===== src/rtl/excitation_injector.sv =====
// Scales a per-frame excitation sample by a Q2.14 gain and injects it as an external force into
// one target mass of the streaming mass pipeline. Define EXCITE_SPREAD_EN to also feed half the
// force into the two neighbouring masses.
module excitation_injector #(
  parameter int unsigned MASS_IDX_W = 8,
  parameter int unsigned GAIN_FRAC  = 14
) (
  input  logic                  clk,
  input  logic                  reset,
  input  logic                  sample_tick,
  input  logic signed [26:0]    exc_in,
  input  logic        [15:0]    gain,
  input  logic [MASS_IDX_W-1:0] target_idx,
  input  logic                  mass_valid,
  input  logic [MASS_IDX_W-1:0] mass_idx,
  output logic                  force_valid,
  output logic signed [26:0]    force_out,
  output logic                  busy,
  output logic                  sat_flag,
  output logic                  timing_err
);

  typedef enum logic [2:0] {StIdle, StCapture, StMul, StSat, StArmed} state_e;

  localparam logic signed [42:0] ForceMax = 43'sd67108863;
  localparam logic signed [42:0] ForceMin = -43'sd67108864;

  state_e state_q, state_d;

  logic signed [26:0]    exc_q;
  logic        [15:0]    gain_q;
  logic [MASS_IDX_W-1:0] target_q;
  logic signed [42:0]    product_q;
  logic signed [26:0]    force_q;
  logic                  served_q;
  logic                  sat_q;
  logic                  terr_q;
  logic                  fvalid_q;
  logic signed [26:0]    fout_q;

  logic                  busy_st;
  logic                  armed;
  logic                  latch;
  logic signed [42:0]    exc_ext;
  logic signed [42:0]    gain_ext;
  logic signed [42:0]    shifted;
  logic signed [26:0]    clamped;
  logic                  clamp_hit;
  logic                  hit_c;
  logic signed [26:0]    force_d;

  always_comb begin
    state_d = state_q;
    unique case (state_q)
      StIdle, StArmed: if (sample_tick) state_d = StCapture;
      StCapture:       state_d = StMul;
      StMul:           state_d = StSat;
      StSat:           state_d = StArmed;
      default:         state_d = StIdle;
    endcase
  end

  always_ff @(posedge clk or posedge reset) begin
    if (reset) begin
      state_q <= StIdle;
    end else begin
      state_q <= state_d;
    end
  end

  assign busy_st = (state_q == StCapture) || (state_q == StMul) || (state_q == StSat);
  assign armed   = (state_q == StArmed);
  assign latch   = sample_tick && ((state_q == StIdle) || (state_q == StArmed));

  // Gain is unsigned, so it is zero-extended before the signed multiply.
  assign exc_ext  = {{16{exc_q[26]}}, exc_q};
  assign gain_ext = {27'b0, gain_q};
  assign shifted  = product_q >>> GAIN_FRAC;

  always_comb begin
    clamp_hit = 1'b0;
    clamped   = shifted[26:0];
    if (shifted > ForceMax) begin
      clamped   = ForceMax[26:0];
      clamp_hit = 1'b1;
    end else if (shifted < ForceMin) begin
      clamped   = ForceMin[26:0];
      clamp_hit = 1'b1;
    end
  end

  assign hit_c = armed && mass_valid && (mass_idx == target_q) && !served_q;

`ifdef EXCITE_SPREAD_EN
  localparam logic [MASS_IDX_W-1:0] IdxOne = 1;

  logic               served_lo_q;
  logic               served_hi_q;
  logic               hit_lo;
  logic               hit_hi;
  logic signed [26:0] force_half;

  // Neighbours exist only inside the index range; no wrap-around at either end.
  assign hit_lo = armed && mass_valid && (target_q != '0) &&
                  (mass_idx == target_q - IdxOne) && !served_lo_q;
  assign hit_hi = armed && mass_valid && (target_q != '1) &&
                  (mass_idx == target_q + IdxOne) && !served_hi_q;
  assign force_half = force_q >>> 1;

  always_ff @(posedge clk or posedge reset) begin
    if (reset) begin
      served_lo_q <= 1'b0;
      served_hi_q <= 1'b0;
    end else if (latch) begin
      served_lo_q <= 1'b0;
      served_hi_q <= 1'b0;
    end else begin
      if (hit_lo) served_lo_q <= 1'b1;
      if (hit_hi) served_hi_q <= 1'b1;
    end
  end
`endif

  always_comb begin
    force_d = '0;
    if (hit_c) begin
      force_d = force_q;
    end
`ifdef EXCITE_SPREAD_EN
    else if (hit_lo || hit_hi) begin
      force_d = force_half;
    end
`endif
  end

  always_ff @(posedge clk or posedge reset) begin
    if (reset) begin
      exc_q     <= '0;
      gain_q    <= '0;
      target_q  <= '0;
      product_q <= '0;
      force_q   <= '0;
      served_q  <= 1'b0;
      sat_q     <= 1'b0;
      terr_q    <= 1'b0;
      fvalid_q  <= 1'b0;
      fout_q    <= '0;
    end else begin
      if (latch) begin
        exc_q    <= exc_in;
        gain_q   <= gain;
        target_q <= target_idx;
      end
      if (state_q == StMul) begin
        product_q <= exc_ext * gain_ext;
      end
      if (state_q == StSat) begin
        force_q <= clamped;
        if (clamp_hit) sat_q <= 1'b1;
      end
      // Masses or ticks arriving while the frame is still being computed are lost.
      if (busy_st && (mass_valid || sample_tick)) begin
        terr_q <= 1'b1;
      end
      if (latch) begin
        served_q <= 1'b0;
      end else if (hit_c) begin
        served_q <= 1'b1;
      end
      fvalid_q <= mass_valid;
      fout_q   <= force_d;
    end
  end

  assign force_valid = fvalid_q;
  assign force_out   = fout_q;
  assign busy        = busy_st;
  assign sat_flag    = sat_q;
  assign timing_err  = terr_q;

endmodule

===== config.mk =====
export PLATFORM = sky130hd
export DESIGN_NAME = excitation_injector
export DESIGN_NICKNAME = d
export VERILOG_FILES = /design/src/rtl/excitation_injector.sv
export SDC_FILE = /design/constraint.sdc
export NUM_CORES = 1
export LEC_CHECK = 0
export ABC_CLOCK_PERIOD_IN_PS = 7200
export BUFFER_PORTS_ARGS = -buffer_cell sky130_fd_sc_hd__buf_2
export CAP_MARGIN = 20
export CORE_MARGIN = 10
export CORE_UTILIZATION = 60
export CTS_CLUSTER_DIAMETER = 50
export DETAILED_ROUTE_END_ITERATION = 16
export PLACE_DENSITY = 0.81
export SYNTH_ARGS = -nofsm -noshare
export SYNTH_HDL_FRONTEND = slang
export SYNTH_SLANG_ARGS = --single-unit
export TNS_END_PERCENT = 5

===== constraint.sdc =====
create_clock -name clk -period 7.2 [get_ports clk]
set_input_delay 0.36 -clock clk [delete_from_list [all_inputs] [get_ports clk]]
set_output_delay 0.36 -clock clk [all_outputs]
set_load 0.01 [all_outputs]

Word-level counts from Yosys, hierarchy flattened
Index checks and enable logic that the tools add are counted. Widths: inputs -> output; s select.

$mul: 1. Magnitude comparators: 2. Equality and inequality tests: 6. Multiplexer cells: 9. Reductions and logical operators: 14.

Operators with widths (count): $mux 27 (3); $mul 27x17->43 (1); $gt 29x27->1 const B (1); $lt 29x27->1 const B (1); $pmux 3 s4 (1); $eq 8x8->1 (1); $eq 3x2->1 const B (2); $logic_and 1x1->1 (5); $logic_or 1x1->1 (4); $mux 1 (4); $eq 3x1->1 const B (1); $eq 3x3->1 const B (1); $logic_not 3->1 (1); $mux 3 (1); $ne 2x2->1 const B (1); $reduce_and 2->1 (1); $reduce_bool 2->1 (1); $reduce_or 2->1 (1); $logic_not 1->1 (1).

Register bits: 155. Input port bits: 63. Output and inout port bits: 31. Logic and storage cells: 43.

Longest topological paths before layout
Gate-level depths: netlist (run 1).

Depth after elaboration: 6. Gate-level depth with buffers: 25. Mapped depth without buffers: 23.

Worst setup path before layout (run 1)
Ideal clock, no wire load.

Path type: register to register. From: register gain_q[2]. To: register product_q[38]. Setup time: 0.120 ns. Arrival: 6.064 ns. Data required time: 7.080 ns. Path slack: 1.016 ns. Cell stages (with the launch flop): 24. Buffers on the path: 3. Clock period less this slack: 6.184 ns. Path through: dfrtp_1 -> clkbuf_1 -> clkbuf_1 -> nand2_1 -> fa_1 -> fa_1 -> fa_1 -> inv_1 -> fa_1 -> fa_1 -> inv_1 -> fa_1 -> inv_1 -> ha_1 -> buf_6 -> a21oi_2 -> nor2_1 -> a211o_1 -> o311a_1 -> a21oi_2 -> o21ai_2 -> o21a_1 -> or3_1 -> a31o_1.

Word-level cells in the longest chain between the ends: 1.

RTL lines: start: declaration (line 31) `logic [15:0] gain_q;`; start signal: assignment (line 151) `gain_q <= gain;`; $mul 27x17->43 (line 155) `product_q <= exc_ext * gain_ext;`; end signal: assignment (line 155); end: declaration (line 33) `logic signed [42:0] product_q;`.

Every way passes these cells. A chain may end at the register's enable or synchronous reset.

Worst setup path in the final report (run 1)
From: register gain_q[5]. To: register product_q[42].

The elaborated chain is that of the path after synthesis.

==> summary.md, run 1 <==
| Metric | Value |
|---|---|
| Setup TNS after final layout | 0 ps |
| Crit Path Category | flop to flop |
| Net Count, Synth | between 2000 and 3000 |
| Layout Nets | between 2000 and 3000 |
| Met3 wire length | approximately 3600 um |
| Count of final hold-check violations | 0 |
| Count of antenna-violating nets left after detailed routing | 0 |
| Uppermost metal layer occupied by signal nets | met4 |
| Maxcap violations | 0 |
| Antenna violations before repair | 1 |
| Dominant cell type by area after synthesis | sky130_fd_sc_hd__fa_1 |
| Setup WS pre-CTS | 312 ps |
| Total of endpoints with negative setup slack in the final report | 0 |
| Pin count of the biggest net entering global routing | slightly below 90 |
| Clk_lat worst skew | roughly 470 ps |
| DPL Wire Length | about 38000 um |
| Largest cells by area after synthesis | sky130_fd_sc_hd__fa_1 (41%), sky130_fd_sc_hd__dfrtp_1 (18%), sky130_fd_sc_hd__inv_1 (8.9%) |
| Yosys reg bits | about 140 |
| Die boundary width | approximately 200 um |
| Number of setup buffers added after CTS | 0 |
| Number of iterations in the first detailed-routing pass | 6 |
| Area of the mapped netlist | roughly 0.020 mm^2 |
| M1 wire length | approximately 18000 um |
| Global-route wire length before repair | ~81000 um |
| CP Launch Point | gain_q[5] |
| Hold buffer count at cts | 0 |
| CP Capture Type | flop |
| Req. time, crit path | 7550 ps |
| Share of Yosys cell area claimed by the top area cell type | roughly two fifths |
| Launching element type of the critical path | flop |
| Layout cells sized above 1 | about a tenth |
| Total wirelength of the detailed-routed design | between 40000 and 50000 um |
| Worst min path class | primary input to flop |
| Mapped Avg Cell Area | around 9.6 um^2 |
| Ys Warns | 0 |
| FFs w/ async S/R, synth | 100% |
| Post-detailed-route DRC marker count | 0 |
| Gr usage total | 25.0% |
| Final worst path period share | between 90% and 100% |
| Number of clock buffers inserted by TritonCTS | 17 |
| Depth of the worst hold-timing path | 1 |
| Storage element area | 0.00353 mm^2 |
| Num Clock Sinks | ~140 |
| Cell count after synthesis | approximately 2100 |
| Relative slew slack | 28.5% |
| Number of synthesized flops with an enable pin | 0 |
| Reg-to-Reg Start | gain_q[5] |
| Core box area | approximately 0.033 mm^2 |
| Register area share after synthesis | between 10% and 20% |
| Number of global-route vias before repair | 15969 |
| Setup clock skew after layout | 22.0 ps |
| Final slew viol count | 0 |
| Buffers on Ports | 93 |
| Via count | 14344 |
| End point of the critical path | product_q[42] |
| F_max | 148 MHz |
| Clock tree from TritonCTS | done |
| Detailed route wirelength on metal2 | between 20000 and 30000 um |
| # rows | between 60 and 70 |
| Worst hold-check slack | about 43 ps |
| Gpl congestion | between 0.9 and 1 |
| Flop-to-flop setup slack | between 400 and 500 ps |
| Routed length per placed instance | between 15 and 20 um |
| RSZ-0062 raised after global routing | no |
| 1st-iter DRT viols | 840 |
| Total congestion overflow | 0 |
| Die height | between 200 and 250 um |
| Post-synth top flop | sky130_fd_sc_hd__dfrtp_1 |
| Clk buf depth | 2 |
| CTS root buf | sky130_fd_sc_hd__clkbuf_16 |
| Final WS setup | between 400 and 500 ps |
| Worst Path Arrival | 7100 ps |
| Worst R2R Path Depth | 21 |
| Final critical-path required period | 6750 ps |
| Initial core utilization | between 60% and 70% |
| Fillcell total | about 2500 |
| Critical hold path startpoint | mass_valid |
| Status | finished clean |
| Post-synth top cells | sky130_fd_sc_hd__inv_1 (479), sky130_fd_sc_hd__fa_1 (412), sky130_fd_sc_hd__nand2_1 (325) |
| Clock Pin Slew Worst Setup and Hold Paths | 90 ps |
| Die area | slightly above 0.04 mm^2 |
| Most frequent cell after synthesis | sky130_fd_sc_hd__inv_1 |
| Tightest Pin Transition | between 1000 and 1500 ps |
| Synth unique cells | 61 |
| Worst reg2reg path endpoint | product_q[42] |
| Area taken by multi-input logic gates | around 0.014 mm^2 |
| CP Max Fanout | 28 |
| CTS H-tree lvls | 4 |
| Ratio of routed vias to standard cells | around 5.5 |
| Area grow syn2layout | 7.28% |
| IO Pins | 94 |
| Resized Gates After CTS | 0 |
[state kept, by name (all words and copies together) (netlist names), 3 cells and up]
register   count
product_q     29
exc_q         27
gain_q        16
state_q        3
force_out     27
force_q       27
target_q       8
[kinds of logic after synthesis]
family / synth area share [%]
xor+xnor: 1.96
mux: 2.97
flops: 17.6
buf+inv: 10.8
fa+ha+maj: 47.4
compound gates: 4.70
simple gates: 14.6
[metrics by stage]
stage | cells | util (%) | cell area (um^2)
after CTS | 2585 | 65.6 | 21500
after global routing | 2589 | 65.8 | 21600
after floorplan | 2092 | - | 20100
after global placement | 2553 | 63.8 | 20900
after detailed placement | 2553 | 63.8 | 20900
final | 2590 | 65.8 | 21600
[worst min path at each step]
stage / end / slack (ps)
3_3_place_gp: timing_err / 440
2_1_floorplan: force_valid / 390
4_1_cts: force_valid / 30
6_report: force_valid / 40
3_5_place_dp: timing_err / 450
5_1_grt: force_valid / 30
[worst max-delay path, cell delays in order, from the launching register on]
cell and delay [ps]:
sky130_fd_sc_hd__dfrtp_1 1030, sky130_fd_sc_hd__and2_1 300, sky130_fd_sc_hd__fa_1 400, sky130_fd_sc_hd__inv_1 80, sky130_fd_sc_hd__fa_1 430, sky130_fd_sc_hd__fa_1 510, sky130_fd_sc_hd__inv_1 60, sky130_fd_sc_hd__fa_1 490
sky130_fd_sc_hd__fa_1 490, sky130_fd_sc_hd__inv_1 50, sky130_fd_sc_hd__fa_1 500, sky130_fd_sc_hd__inv_1 50, sky130_fd_sc_hd__ha_1 380, sky130_fd_sc_hd__a21oi_2 170, sky130_fd_sc_hd__nor2_1 50, sky130_fd_sc_hd__a211o_1 280
sky130_fd_sc_hd__o311a_1 310, sky130_fd_sc_hd__a21oi_2 150, sky130_fd_sc_hd__o211ai_1 140, sky130_fd_sc_hd__a31o_1 280, sky130_fd_sc_hd__o21ba_1 210, sky130_fd_sc_hd__o311ai_2 260
[routing by layer]
| metal | up-vias | GRT usage, % |
|---|---|---|
| met5 | - | 0 |
| met4 | 0 | 12.2 |
| met3 | 185 | 4.38 |
| met2 | 575 | 44.0 |
| met1 | 7349 | 29.0 |
| li1 | 6235 | - |
[placed cells by master, fill, tap and decap left out, drive strengths merged, types with 4 or more instances in the layout]
cell    netlist  layout
nand2       325     325
and3          4       4
clkinv        0       4
and2        210     210
xor2         12      12
o21ai        69      69
nor2         43      43
inv         480     488
nand3         9       9
o21a          4       4
buf           6     117
nor3          5       5
nand4         5       5
xnor2        33      33
ha          102     102
a21oi        27      27
fa          412     412
mux2         53      53
nand2b        4       4
clkbuf       88      17
a21o         14      14
dfrtp       141     141
[final cells by class]
cell class	instances	area share, %
Antenna cell	2	0.0232
Clock buffer	17	1.97
Clock inverter	15	0.789
Inverter	480	8.38
Multi-Input combinational cell	1376	66.8
Sequential cell	141	16.4
Tap cell	442	2.56
Timing Repair Buffer	117	3.12
Power of run 1 is left out: the tool's default activity adds up to more than one toggle a clock period on the data nets, which glitch-free logic cannot reach.
==> inputs of run 2 (changes only) <==
- CORE_UTILIZATION: 60 -> 25
- PLACE_DENSITY: 0.81 -> 0.42
==> summary.md, run 2 (synthesized netlist as in run 1, its figures left out) <==
| Metric | Value |
|---|---|
| Via count | 13516 (-5.8%) |
| Clk buf depth | 2 (unchanged) |
| Pin count of the biggest net entering global routing | 97 (+10%) |
| Family with the most delay on the worst path | adder cells |
| Initial core utilization | 25.3% (-36 points) |
| Final critical-path required period | 6800 ps (+47.6 ps) |
| RSZ-0062 raised after global routing | no |
| Crit Path Category | flop to flop |
| Number of clock buffers inserted by TritonCTS | 17 (unchanged) |
| Setup WS pre-CTS | 296 ps (-16.1 ps) |
| Die height | 304 um (+50%) |
| Final Instance Area | 0.0224 mm^2 (+4.0%) |
| Fillcell total | 8487 (+240%) |
| Cell with the biggest individual delay on the critical path | sky130_fd_sc_hd__dfrtp_1 |
| Launching element type of the critical path | flop |
| Antenna diode count | 0 (-2) |
| IO Pins | 94 (unchanged) |
| Num Clock Sinks | 141 (unchanged) |
| Area grow syn2layout | 11.6% |
| CP Max Fanout | 22 (-21%) |
| Leading cell type in the layout, fill and taps excluded | sky130_fd_sc_hd__inv_1 |
| Total of endpoints with negative setup slack in the final report | 0 (unchanged) |
| Die area | 0.0921 mm^2 (+120%) |
| Tightest Pin Transition | 1010 ps (-67.2 ps) |
| Final slew viol count | 0 (unchanged) |
| # rows | 103 (+56%) |
| Dpl cell area | 0.0218 mm^2 (+4.3%) |
| Most frequent cells in the layout | sky130_fd_sc_hd__inv_1 (478), sky130_fd_sc_hd__fa_1 (412), sky130_fd_sc_hd__nand2_1 (325), sky130_fd_sc_hd__and2_1 (208), sky130_fd_sc_hd__dfrtp_1 (141) |
| F_max | 147 MHz (-0.70%) |
| CP Capture Type | flop |
| Req. time, crit path | 7530 ps (-20 ps) |
| Most frequent cell on the critical path | sky130_fd_sc_hd__fa_1 |
| Layout cells sized above 1 | 10.7% (+0.41 points) |
| CTS H-tree lvls | 4 (unchanged) |
| Final WS setup | 403 ps (-47.6 ps) |
| Total wirelength of the detailed-routed design | 53700 um (+8.6%) |
| Core box area | 0.0794 mm^2 (+140%) |
| Count of antenna-violating nets left after detailed routing | 0 (unchanged) |
| Resized Gates After CTS | 0 (unchanged) |
| Setup TNS after final layout | 0 ps (unchanged) |
| Worst Path Buf+Inv | 3 (-1) |
| CTS root buf | sky130_fd_sc_hd__clkbuf_16 |
| Layout Nets | 2722 (+0.44%) |
| Number of global-route vias before repair | 15515 (-2.8%) |
| Worst min path class | primary input to flop |
| Buffers on Ports | 93 (unchanged) |
| Clock tree from TritonCTS | done |
| Worst path max stage delay | 950 ps (-80 ps) |
| Global-route wire length before repair | 87900 um (+8.1%) |
| Total congestion overflow | 0 (unchanged) |
| Die boundary width | 304 um (+50%) |
| Number of setup buffers added after CTS | 0 (unchanged) |
| Worst hold-check slack | 48.2 ps (+4.88 ps) |
| Ratio of routed vias to standard cells | 4.21 (-24%) |
| Number of iterations in the first detailed-routing pass | 4 (-2) |
| Gr usage total | 12.2% (-13 points) |
| Worst-path cell chain | nand2_1, fa_1, fa_1, inv_1, fa_1, fa_1, fa_1, inv_1, fa_1, inv_1, ha_1, and3_1, nand2_1, a2111oi_0, nor2_1, o2111ai_1, xnor2_1, o21ai_1 |
| Register name with the most flops | product_q |
| Count of final hold-check violations | 0 (unchanged) |
| Number of flip-flops under the largest register name | 29 (unchanged) |
| Setup clock skew after layout | 16.4 ps (-5.63 ps) |
| Post-detailed-route DRC marker count | 0 (unchanged) |
| Clock Pin Slew Worst Setup and Hold Paths | 70 ps (-20 ps) |
| Status | finished clean |
| Worst Path Arrival | 7130 ps (+30 ps) |
| Clk_lat worst skew | 470 ps (about the same) |
| Maxcap violations | 0 (unchanged) |
| DPL Wire Length | 44400 um (+18%) |
| Relative slew slack | 32.9% (+4.5 points) |
| Routed length per placed instance | 16.7 um (-12%) |
| Hold buffer count at cts | 0 (unchanged) |
| Gpl congestion | 0.825 (-10%) |
| Final worst path period share | 94.4% (+0.66 points) |
| Antenna violations before repair | 5 (+4) |
| 1st-iter DRT viols | 533 (-37%) |
==> run 2: cell types whose count changed in the layout (fill, tap and decap cells not counted), sizes merged <==
cell / change
clkinvlp: -2
bufinv: +2
buf: +12
diode: -2
==> run 2: final cells by class <==
type / count / area [um^2] / share of cell area, %
timing repair buffer: 129 / 761 / 3.39
inverter: 480 / 1810 / 8.05
tap: 1050 / 1310 / 5.86
sequential: 141 / 3530 / 15.7
clock inverter: 15 / 196 / 0.876
multi-input combinational: 1376 / 14400 / 64.2
clock buffer: 17 / 425 / 1.90
==> run 2: path summary, 6_finish.rpt <==
check                                end  slack [ps]         from  cells after the start
max in group asynchronous      exc_q[14]        5810        reset                      3
min                          force_valid          50   mass_valid                      1
min in group asynchronous  force_out[22]          90        reset                      2
max reg2reg                product_q[32]         400    gain_q[3]                     18
min reg2reg                  force_q[18]         470  force_q[18]                      2
max                        product_q[32]         400    gain_q[3]                     18
==> run 2: stage by stage <==
step | util, % | instances
finish | 28.3 | 3208
global route | 28.3 | 3208
CTS | 28.3 | 3208
detailed placement | 27.5 | 3176
global placement | 27.5 | 3176
floorplan | - | 2092
==> run 2: per-layer routing <==
metal	GRT usage [%]	vias to the layer above	part of all wire, %
met5	0	-	0.078
met2	20.6	190	49
li1	-	6235	-
met1	16.2	7027	46
met3	1.80	56	3.2
met4	3.37	8	1.7
Power of run 2 is left out for the same reason.
